==> config.mk <==
export PLATFORM = sky130hd
export DESIGN_NAME = writeback_unit
export DESIGN_NICKNAME = d
export VERILOG_FILES = /design/src/rtl/vp_pkg.sv /design/src/rtl/wb_fifo.sv /design/src/rtl/writeback_unit.sv
export SDC_FILE = /design/constraint.sdc
export NUM_CORES = 1
export LEC_CHECK = 0
export BUFFER_PORTS_ARGS = -buffer_cell sky130_fd_sc_hd__buf_2
export CELL_PAD_IN_SITES_DETAIL_PLACEMENT = 0
export CELL_PAD_IN_SITES_GLOBAL_PLACEMENT = 2
export CORE_MARGIN = 2
export CORE_UTILIZATION = 38
export CTS_BUF_LIST = sky130_fd_sc_hd__clkbuf_8 sky130_fd_sc_hd__clkbuf_16
export DETAILED_ROUTE_END_ITERATION = 10
export PLACE_DENSITY_LB_ADDON = 0.1
export SETUP_SLACK_MARGIN = 0.02
export SYNTH_ARGS = -nofsm -noshare
export SYNTH_HDL_FRONTEND = slang
export SYNTH_SLANG_ARGS = --single-unit
export TNS_END_PERCENT = 50
==> constraint.sdc <==
create_clock -name clk -period 3.3 [get_ports clk]
set_clock_uncertainty 0.05 [all_clocks]
set_input_delay 0.66 -clock clk [delete_from_list [all_inputs] [get_ports clk]]
set_output_delay 0.66 -clock clk [all_outputs]
set_load 0.02 [all_outputs]
==> src/rtl/vp_pkg.sv <==
// Shared types and widths for the writeback path: register-file geometry and the
// pending-write record carried by the writeback FIFO.
package vp_pkg;

  localparam int VREG_ADDR_W = 3;
  localparam int VDATA_W     = 64;
  localparam int EDATA_W     = 8;
  localparam int NUM_REGS    = 8;

  typedef struct packed {
    logic                   is_vec;
    logic [VREG_ADDR_W-1:0] dir;
    logic [VDATA_W-1:0]     vdata;
    logic [EDATA_W-1:0]     edata;
  } wb_entry_t;

endpackage

==> src/rtl/wb_fifo.sv <==
// In-order pending-write FIFO for the writeback unit. Head is read combinationally;
// push is ignored when full and pop when empty.
module wb_fifo
  import vp_pkg::*;
#(
  parameter int DEPTH = 4
) (
  input  logic                     clk,
  input  logic                     rst_n,
  input  logic                     push_i,
  input  logic                     pop_i,
  input  wb_entry_t                wdata_i,
  output wb_entry_t                rdata_o,
  output logic                     full_o,
  output logic                     empty_o,
  output logic [$clog2(DEPTH):0]   count_o
);

  localparam int PTR_W = $clog2(DEPTH);
  localparam int CNT_W = PTR_W + 1;

  logic [PTR_W-1:0] wr_ptr_q, wr_ptr_d;
  logic [PTR_W-1:0] rd_ptr_q, rd_ptr_d;
  logic [CNT_W-1:0] count_q, count_d;
  wb_entry_t        mem_q [DEPTH];
  logic             do_push;
  logic             do_pop;

  assign full_o  = (count_q == CNT_W'(DEPTH));
  assign empty_o = (count_q == '0);
  assign count_o = count_q;
  assign rdata_o = mem_q[rd_ptr_q];
  assign do_push = push_i && !full_o;
  assign do_pop  = pop_i && !empty_o;

  // Explicit wrap keeps the pointers correct even if DEPTH is not a power of two.
  always_comb begin
    wr_ptr_d = wr_ptr_q;
    rd_ptr_d = rd_ptr_q;
    count_d  = count_q;
    if (do_push) begin
      wr_ptr_d = (wr_ptr_q == PTR_W'(DEPTH - 1)) ? '0 : wr_ptr_q + PTR_W'(1);
    end
    if (do_pop) begin
      rd_ptr_d = (rd_ptr_q == PTR_W'(DEPTH - 1)) ? '0 : rd_ptr_q + PTR_W'(1);
    end
    case ({do_push, do_pop})
      2'b10:   count_d = count_q + CNT_W'(1);
      2'b01:   count_d = count_q - CNT_W'(1);
      default: count_d = count_q;
    endcase
  end

  always_ff @(posedge clk or negedge rst_n) begin
    if (!rst_n) begin
      wr_ptr_q <= '0;
      rd_ptr_q <= '0;
      count_q  <= '0;
    end else begin
      wr_ptr_q <= wr_ptr_d;
      rd_ptr_q <= rd_ptr_d;
      count_q  <= count_d;
    end
  end

  // Payload storage needs no reset: an entry is only visible once count covers it.
  always_ff @(posedge clk) begin
    if (do_push) begin
      mem_q[wr_ptr_q] <= wdata_i;
    end
  end

endmodule

==> src/rtl/writeback_unit.sv <==
// Writeback stage: queues execute results in order and retires one per cycle to the
// vector or scalar bank. Macro WB_SCOREBOARD_EN enables the busy_v/busy_e pending flags.
module writeback_unit
  import vp_pkg::*;
#(
  parameter int DEPTH = 4
) (
  input  logic                   clk,
  input  logic                   rst_n,
  input  logic                   in_valid,
  output logic                   in_ready,
  input  logic                   in_is_vec,
  input  logic [VREG_ADDR_W-1:0] in_dir,
  input  logic [VDATA_W-1:0]     in_vdata,
  input  logic [EDATA_W-1:0]     in_edata,
  output logic [VREG_ADDR_W-1:0] dir_esc,
  output logic [VDATA_W-1:0]     data,
  output logic                   signal_esc,
  output logic [VREG_ADDR_W-1:0] dir_escE,
  output logic [EDATA_W-1:0]     dataE,
  output logic                   signal_escE,
  output logic [NUM_REGS-1:0]    busy_v,
  output logic [NUM_REGS-1:0]    busy_e,
  output logic                   idle
);

  localparam int CNT_W = $clog2(DEPTH) + 1;

  // Handshake: a result transfers on a rising edge with in_valid && in_ready.
  // in_ready depends only on FIFO occupancy (and on having left reset), never on
  // in_valid or on the pop happening in the same cycle.
  logic             rdy_en_q;
  logic             push;
  logic             pop;
  logic             fifo_full;
  logic             fifo_empty;
  logic [CNT_W-1:0] fifo_count;
  wb_entry_t        in_entry;
  wb_entry_t        head;

  always_ff @(posedge clk or negedge rst_n) begin
    if (!rst_n) begin
      rdy_en_q <= 1'b0;
    end else begin
      rdy_en_q <= 1'b1;
    end
  end

  assign in_ready = rdy_en_q && !fifo_full;
  assign push     = in_valid && in_ready;
  assign pop      = !fifo_empty;
  assign idle     = (fifo_count == '0);

  assign in_entry.is_vec = in_is_vec;
  assign in_entry.dir    = in_dir;
  assign in_entry.vdata  = in_vdata;
  assign in_entry.edata  = in_edata;

  wb_fifo #(
    .DEPTH (DEPTH)
  ) u_fifo (
    .clk     (clk),
    .rst_n   (rst_n),
    .push_i  (push),
    .pop_i   (pop),
    .wdata_i (in_entry),
    .rdata_o (head),
    .full_o  (fifo_full),
    .empty_o (fifo_empty),
    .count_o (fifo_count)
  );

  // Exactly one bank sees the head; the other port stays fully quiet.
  always_comb begin
    signal_esc  = 1'b0;
    dir_esc     = '0;
    data        = '0;
    signal_escE = 1'b0;
    dir_escE    = '0;
    dataE       = '0;
    if (!fifo_empty) begin
      if (head.is_vec) begin
        signal_esc = 1'b1;
        dir_esc    = head.dir;
        data       = head.vdata;
      end else begin
        signal_escE = 1'b1;
        dir_escE    = head.dir;
        dataE       = head.edata;
      end
    end
  end

`ifdef WB_SCOREBOARD_EN
  // Per-register pending counts so repeated writes to one register keep it busy
  // until the last of them retires.
  logic [CNT_W-1:0] pend_v_q [NUM_REGS];
  logic [CNT_W-1:0] pend_v_d [NUM_REGS];
  logic [CNT_W-1:0] pend_e_q [NUM_REGS];
  logic [CNT_W-1:0] pend_e_d [NUM_REGS];

  always_comb begin
    for (int i = 0; i < NUM_REGS; i++) begin
      pend_v_d[i] = pend_v_q[i];
      pend_e_d[i] = pend_e_q[i];
      case ({push && in_is_vec && (in_dir == VREG_ADDR_W'(i)),
             pop && head.is_vec && (head.dir == VREG_ADDR_W'(i))})
        2'b10:   pend_v_d[i] = pend_v_q[i] + CNT_W'(1);
        2'b01:   pend_v_d[i] = pend_v_q[i] - CNT_W'(1);
        default: pend_v_d[i] = pend_v_q[i];
      endcase
      case ({push && !in_is_vec && (in_dir == VREG_ADDR_W'(i)),
             pop && !head.is_vec && (head.dir == VREG_ADDR_W'(i))})
        2'b10:   pend_e_d[i] = pend_e_q[i] + CNT_W'(1);
        2'b01:   pend_e_d[i] = pend_e_q[i] - CNT_W'(1);
        default: pend_e_d[i] = pend_e_q[i];
      endcase
    end
  end

  always_ff @(posedge clk or negedge rst_n) begin
    if (!rst_n) begin
      for (int i = 0; i < NUM_REGS; i++) begin
        pend_v_q[i] <= '0;
        pend_e_q[i] <= '0;
      end
    end else begin
      for (int i = 0; i < NUM_REGS; i++) begin
        pend_v_q[i] <= pend_v_d[i];
        pend_e_q[i] <= pend_e_d[i];
      end
    end
  end

  always_comb begin
    busy_v = '0;
    busy_e = '0;
    for (int i = 0; i < NUM_REGS; i++) begin
      busy_v[i] = (pend_v_q[i] != '0);
      busy_e[i] = (pend_e_q[i] != '0);
    end
  end
`else
  assign busy_v = '0;
  assign busy_e = '0;
`endif

endmodule
==> impl_metrics.csv, run 1 <==
group,metric,value,unit
place,finalWeightedCongestion,0.711,
die,pin_count,177,
synthesis,synth_area_per_cell,17.5,um^2
power_and_ir_drop,p_clk_frac,0.255,
timing,final_max_slew_viol_count,0,
run,maxCapViolations,0,
synthesis,yosysTopAreaCell,"edfxtp_1",
timing,maxSlewHeadroom,0.558,
critical_path,worstSetupPathType,"flop to primary output",
timing,tightest_slew,0.663,ns
layout,area_growth_syn_to_layout,19.1,%
cts,htreeDepth,2,
cts,clk_latency,0.49,ns
layout,nNetsFinal,992,
route,dr.first_iter.drc_count,332,
timing,max_freq,0.309,GHz
synthesis,syn_inst,736,
timing,period_share,0.982,
place,port_buffers,160,
critical_path,path_cells,"or3_4, inv_4, or2_4, buf_12, o32ai_1, buf_2",
outcome,status,"finished, final reports clean",
worst_hold_path,hold_class,"primary input to flop",
critical_path,crit_slowest_cell,"or3_4",
global_routing,track_usage,0.163,
critical_path,cp_max_fo,33,
synthesis,yosys.area_share.simple,0.0321,
cts,numCtsBuffers,35,
layout,ff_latch_area,0.00934,mm^2
cts,clk_transition_reported_paths,0.05,ns
power_and_ir_drop,swShare,0.352,
route,ant_nets,0,
synthesis,synthDistinctLibCells,33,
critical_path,critPathArrivalTime,2.53,ns
global_routing,overflow,0,
power_and_ir_drop,power.leakage,5.48,nW
layout,fillerInstances,2946,
critical_path,crit_path_start_kind,"flop",
synthesis,ys_warn_count,0,
timing,layout_min_cycle_time,3.24,ns
power_and_ir_drop,switchingPower,4.76,mW
die,die_y,188,um
global_routing,antenna_found_initial,9,
cts,cts_tree,"yes",
global_routing,grt_pass1_vias,7493,
critical_path,slowest_delay,0.45,ns
route,wl_per_cell,20.8,um
cts,clk_path_buf_depth,3,
die,rows,67,
timing,finalSetupViolCount,0,
power_and_ir_drop,p_per_area,883,mW/mm^2
route,drc_errors,0,
die,die_w,188,um
synthesis,synth_top_family_by_area,"multiplexers",
power_and_ir_drop,seqPwrFrac,0.375,
synthesis,post_synth_fa_ha_maj_area_fraction,0.00643,
route,drt-pass1-iter-count,4,
power_and_ir_drop,combPwrFrac,0.369,
layout,multi_input_area,0.00317,mm^2
cts,cts_setup_buffers,0,
synthesis,yosysTopAreaCellShare,0.711,
layout,drive_gt1_frac,0.377,
die,dieArea,0.0353,mm^2
global_routing,grt_max_degree,87,
synthesis,synthXorXnorAreaFrac,0,
route,wirelength,28800,um
die,start_util,0.384,
route,viasPerCell,5.08,
synthesis,muxShareOfSynthArea,0.128,
synthesis,syn_area,0.0128,mm^2
layout,finalCoreUtilization,0.457,
critical_path,cp-end-kind,"primary output",
power_and_ir_drop,irDropWorstVdd,0.000510,V
critical_path,worstPathRequired,2.59,ns
global_routing,grt_pass1_wl,44000,um
cts,clockRootBuffer,"clkbuf_16",
cts,cts.sink_count,312,
power_and_ir_drop,power,13.5,mW
power_and_ir_drop,cell_internal_pwr,8.76,mW
synthesis,synth-compound-area-share,0.0732,
synthesis,synth_seq_area_share,0.726,
place,dp_hpwl,17600,um
synthesis,synth_area_leaders,"edfxtp_1 71%, mux2_2 6.8%, mux2i_1 6.1%",
timing,hold_viol,0,
synthesis,ys_ff_latch,312,
timing,rsz0062_at_grt,"yes",
route,num_vias,7023,
die,fp.coreArea,0.0334,mm^2
-- state kept, by name, indices dropped and copies added (netlist names) --
signal,count
u_fifo.mem_q,304
u_fifo.count_o,3
u_fifo.rd_ptr_q,2
rdy_en_q,1
u_fifo.wr_ptr_q,2
-- worst max-delay path: cells and delay by family, from the launching register on --
| family | cells | cell delay, ns |
|---|---|---|
| flip-flops | 1 | 0.43 |
| AND/OR/NAND/NOR | 2 | 0.79 |
| AO/OA/AOI/OAI | 1 | 0.18 |
| buffers and inverters | 3 | 0.62 |
-- placed cells by master, fill, tap and decap left out, drive strengths merged, types with 4 or more instances in the layout --
cell type    n
clkbuf      36
or2          6
and2         5
ha           5
nand2       81
mux2        77
inv         13
o21ai        4
buf        185
mux2i       78
diode        6
edfxtp     304
o22ai        6
clkinv      14
conb        17
dfrtp        8
o32ai       72
-- layout make-up --
type / instances / share of cell area
Clock inverter: 23 / 0.00826
Antenna cell: 6 / 0.000981
Inverter: 5 / 0.00139
Tap cell: 448 / 0.0366
Sequential cell: 312 / 0.610
Clock buffer: 36 / 0.0581
Multi-Input combinational cell: 367 / 0.207
Timing Repair Buffer: 186 / 0.0769
-- stage by stage --
step / TNS (ns) / worst slack, ns / cells / hold slack, ns / cell area, um^2
after floorplan: -14.17 / -0.0932 / 751 / 0.314 / 12900
after global placement: 0 / 0.563 / 1316 / 0.464 / 14200
after detailed placement: 0 / 0.534 / 1316 / 0.470 / 14200
after CTS: 0 / 0.00400 / 1376 / 0.290 / 15300
after global routing: -0.0703 / -0.0637 / 1380 / 0.304 / 15300
final: 0 / 0.0591 / 1383 / 0.316 / 15300
-- cell families after synthesis --
family | Yosys count
AOI/OAI and AO/OA | 89
adders and majority gates | 6
buffers and inverters | 73
DFF | 312
muxes | 155
other | 2
and+or+nand+nor | 99
-- worst paths after layout --
kind,startpoint,slack [ns],cells past startpoint,endpoint
worst max-delay path,u_fifo.count_o[0]$_DFFE_PN0P_,0.06,6,data[9]
worst min-delay path,in_vdata[17],0.32,1,u_fifo.mem_q[1][25]$_DFFE_PP_
worst max register to register,u_fifo.count_o[0]$_DFFE_PN0P_,1.02,4,u_fifo.mem_q[3][8]$_DFFE_PP_
worst min register to register,u_fifo.wr_ptr_q[1]$_DFFE_PN0P_,0.54,1,u_fifo.wr_ptr_q[1]$_DFFE_PN0P_
max in group asynchronous,rst_n,2.52,2,u_fifo.rd_ptr_q[0]$_DFFE_PN0P_
min in group asynchronous,rst_n,0.48,2,u_fifo.wr_ptr_q[1]$_DFFE_PN0P_
-- power groups by stage --
stage | logic (mW) | registers, mW | clock network, mW
final | 4.99 | 5.07 | 3.45
after global routing | 5.38 | 5.12 | 3.74
after global placement | 5.00 | 5.13 | 0
after detailed placement | 5.06 | 5.16 | 0
after CTS | 5.07 | 5.07 | 3.57
after floorplan | 3.63 | 5.01 | 0
-- what timing repair did --
item | 4_1_cts | 5_1_grt
endpoints found under the hold margin | 8 | 0
gates cloned | 0 | 1
hold buffers | 1 | 0
resized for setup | 0 | 3
endpoints found under the setup margin | 18 | 33
-- cell usage after synthesis --
cell and count:
or2_2 4, ha_1 5, buf_1 6, o21a_1 1
inv_1 4, and2_1 5, mux2i_1 78, o32ai_2 27
conb_1 2, buf_4 20, a21o_1 1, nand2_1 81
buf_6 7, a221o_1 1, nor4_1 1, o22ai_1 6
buf_2 16, or2_1 1, a21boi_0 1, nor3_1 2
or3_4 1, nor2_1 3, nor3b_1 1, o32ai_1 45
edfxtp_1 304, dfrtp_1 8, inv_4 1, fa_1 1
a31oi_1 1, o21ai_0 4, mux2_2 77, clkbuf_1 19
a21oi_1 2
-- per-layer routing --
| metal | up-vias | routed length, um | track usage |
|---|---|---|---|
| li1 | 3233 | - | - |
| met1 | 3567 | 12200 | 0.208 |
| met2 | 175 | 14400 | 0.277 |
| met3 | 42 | 1630 | 0.0412 |
| met4 | 6 | 528 | 0.0433 |
| met5 | - | 35 | 0 |
No activity file was read; power rests on OpenSTA's default activity.
==> run 2: changes to the inputs <==
--- a/config.mk
+++ b/config.mk
@@ -5,11 +5,12 @@
 export SDC_FILE = /design/constraint.sdc
 export NUM_CORES = 1
 export LEC_CHECK = 0
+export ABC_AREA = 1
 export BUFFER_PORTS_ARGS = -buffer_cell sky130_fd_sc_hd__buf_2
 export CELL_PAD_IN_SITES_DETAIL_PLACEMENT = 0
 export CELL_PAD_IN_SITES_GLOBAL_PLACEMENT = 2
 export CORE_MARGIN = 2
-export CORE_UTILIZATION = 38
+export CORE_UTILIZATION = 35
 export CTS_BUF_LIST = sky130_fd_sc_hd__clkbuf_8 sky130_fd_sc_hd__clkbuf_16
 export DETAILED_ROUTE_END_ITERATION = 10
 export PLACE_DENSITY_LB_ADDON = 0.1
==> run 2 against run 1 <==
Via count is 9.0% higher. Wire length is 3.8% higher. Utilization is 3.7 points lower. Clock power is 3% higher. Clock-buffer cell count is 1 higher. Register-to-register slack better by 0.17 ns. Critical endpoint is now data[25]. Largest cell class unchanged. Highest routed layer unchanged.
==> impl_metrics.csv, run 2 <==
group,metric,value,unit
outcome,status,"finished, final reports clean",
global_routing,grt_max_degree,77,
cts,numCtsBuffers,35,
place,finalWeightedCongestion,0.670,
cts,cts.sink_count,312,
synthesis,ys_warn_count,0,
route,wl_per_cell,18.4,um
cts,clk_latency,0.50,ns
route,num_vias,7656,
critical_path,worstSetupPathType,"flop to primary output",
synthesis,syn_inst,982,
timing,tightest_slew,0.578,ns
critical_path,critPathArrivalTime,2.29,ns
run,maxCapViolations,0,
cts,clk_transition_reported_paths,0.06,ns
critical_path,cp_max_fo,45,
critical_path,slowest_delay,0.59,ns
synthesis,synth_area_per_cell,12.7,um^2
die,die_w,193,um
power_and_ir_drop,combPwrFrac,0.394,
power_and_ir_drop,cell_internal_pwr,8.49,mW
global_routing,grt_pass1_vias,7534,
global_routing,overflow,0,
place,dpl_cell_area,0.0138,mm^2
layout,largest_reg_flops,304,
global_routing,antenna_found_initial,5,
critical_path,path_cells,"inv_4, nand3_2, nand3_4, buf_12, a21oi_1, buf_2",
synthesis,ys_top_cells_by_count,"304 x edfxtp_1, 301 x nor2_1, 144 x o21ai_0",
synthesis,syn_area,0.0124,mm^2
route,viasPerCell,4.71,
place,port_buffers,160,
timing,hold_viol,0,
synthesis,ys_ff_latch,312,
timing,period_share,0.910,
cts,clockRootBuffer,"clkbuf_16",
route,drt-pass1-iter-count,4,
synthesis,synth_seq_area_share,0.750,
layout,drive_gt1_frac,0.222,
worst_hold_path,whs_path_depth,1,
critical_path,crit_slowest_cell,"dfrtp_4",
synthesis,synth-edff-count,304,
synthesis,yosysTopAreaCell,"edfxtp_1",
power_and_ir_drop,seqPwrFrac,0.353,
timing,maxSlewHeadroom,0.615,
place,dp_hpwl,16200,um
power_and_ir_drop,irDropWorstVdd,0.000542,V
die,fp.coreArea,0.0353,mm^2
layout,final_cells,1627,
synthesis,synthFlopType,"edfxtp_1",
critical_path,worstPathRequired,2.59,ns
timing,timing.setup.tns,0,ns
synthesis,synthDistinctLibCells,25,
layout,finalCoreUtilization,0.421,
power_and_ir_drop,p_per_area,945,mW/mm^2
place,placed_cells,1564,
place,pre_cts_ws,0.604,ns
power_and_ir_drop,power.leakage,5.38,nW
layout,top_register,"u_fifo.mem_q",
route,drc_errors,0,
critical_path,cp-end-kind,"primary output",
layout,final_area,0.0149,mm^2
synthesis,synth_area_leaders,"edfxtp_1 73%, nor2_1 9.1%, o21ai_0 5.8%",
power_and_ir_drop,switchingPower,5.54,mW
cts,clk_path_buf_depth,3,
route,wirelength,29900,um
timing,rsz0062_at_grt,"no",
layout,fillerInstances,3292,
die,pin_count,177,
timing,whs,0.323,ns
layout,mostFrequentLayoutCells,"304 x edfxtp_1, 297 x nor2_1, 160 x buf_2",
die,die_y,193,um
layout,mostFrequentLayoutCell,"edfxtp_1",
critical_path,crit_path_start_kind,"flop",
die,start_util,0.352,
timing,fin_ws,0.296,ns
die,dieArea,0.0371,mm^2
cts,htreeDepth,2,
synthesis,synthArstFlopShare,0.0256,
route,dr.first_iter.drc_count,395,
power_and_ir_drop,p_clk_frac,0.253,
die,rows,69,
synthesis,yosysMostFrequentCell,"edfxtp_1",
power_and_ir_drop,power,14.0,mW
timing,max_freq,0.333,GHz
power_and_ir_drop,swShare,0.395,
layout,area_growth_syn_to_layout,19.4,%
global_routing,track_usage,0.162,
global_routing,grt_pass1_wl,44800,um
layout,nNetsFinal,1226,
synthesis,yosysTopAreaCellShare,0.734,
route,ant_nets,0,
timing,layout_min_cycle_time,3.00,ns
cts,cts_tree,"yes",
timing,finalSetupViolCount,0,
worst_hold_path,hold_class,"primary input to flop",
critical_path,r2r_cells,7,
timing,final_max_slew_viol_count,0,
## run 2: cell types whose count changed after synthesis, moves of 46 or more
cell,delta
mux2i_1,-78
o21ai_0,+140
nor2_1,+298
a21oi_1,+50
mux2_2,-77
nand2_1,-46
## run 2: what timing repair did
action,4_1_cts,5_1_grt
endpoints found under the hold margin,8,0
hold buffers,1,0
buffers inserted,0,0
resized for setup,0,5
endpoints found under the setup margin,0,11
## run 2: worst max-delay path: cells and delay by family (launching register included)
kind / cells / cell delay (ns)
DFF: 1 / 0.59
AOI/OAI and AO/OA: 1 / 0.14
buffers and inverters: 3 / 0.73
and+or+nand+nor: 2 / 0.31
## run 2: power groups by stage
| stage | clock, mW | sequential [mW] | combinational [mW] |
|---|---|---|---|
| after floorplan | 0 | 4.99 | 3.76 |
| after global placement | 0 | 5.03 | 5.69 |
| after detailed placement | 0 | 5.04 | 5.67 |
| after CTS | 3.66 | 4.96 | 5.68 |
| after global routing | 3.83 | 4.99 | 6.19 |
| final | 3.56 | 4.95 | 5.53 |
## run 2: cell families after synthesis
group           Yosys count  synth area share
fa+ha+maj                 6           0.00664
flops                   312             0.750
compound gates          221            0.0950
buf+inv                  87            0.0372
other cells               2          0.000604
simple gates            354             0.111
## run 2: layout make-up
type | instances | area (um^2) | area share
flip-flops and latches | 312 | 9340 | 0.628
multi-input cells | 598 | 2740 | 0.184
repair buffers | 180 | 1090 | 0.0734
clock buffers | 37 | 926 | 0.0623
well taps | 461 | 577 | 0.0388
clock inverters | 23 | 125 | 0.00842
inverters | 14 | 57.6 | 0.00387
diodes | 2 | 5.00 | 0.000337
## run 2: metal layers
layer / wire, um / vias to the layer above / GRT usage
li1: - / 3751 / -
met5: 58 / - / 0
met1: 13500 / 3681 / 0.210
met4: 553 / 10 / 0.0396
met2: 14200 / 163 / 0.273
met3: 1650 / 51 / 0.0373
## run 2: path summary, 6_finish.rpt
check,to,startpoint,slack (ns)
setup / recovery,data[25],u_fifo.rd_ptr_q[1]$_DFFE_PN0P_,0.30
hold reg to reg,u_fifo.count_o[1]$_DFFE_PN0P_,u_fifo.count_o[1]$_DFFE_PN0P_,0.46
setup reg to reg,u_fifo.count_o[1]$_DFFE_PN0P_,u_fifo.count_o[0]$_DFFE_PN0P_,1.19
hold / removal,u_fifo.mem_q[1][0]$_DFFE_PP_,in_edata[0],0.32
min in group asynchronous,u_fifo.rd_ptr_q[1]$_DFFE_PN0P_,rst_n,0.50
max in group asynchronous,u_fifo.rd_ptr_q[0]$_DFFE_PN0P_,rst_n,2.47
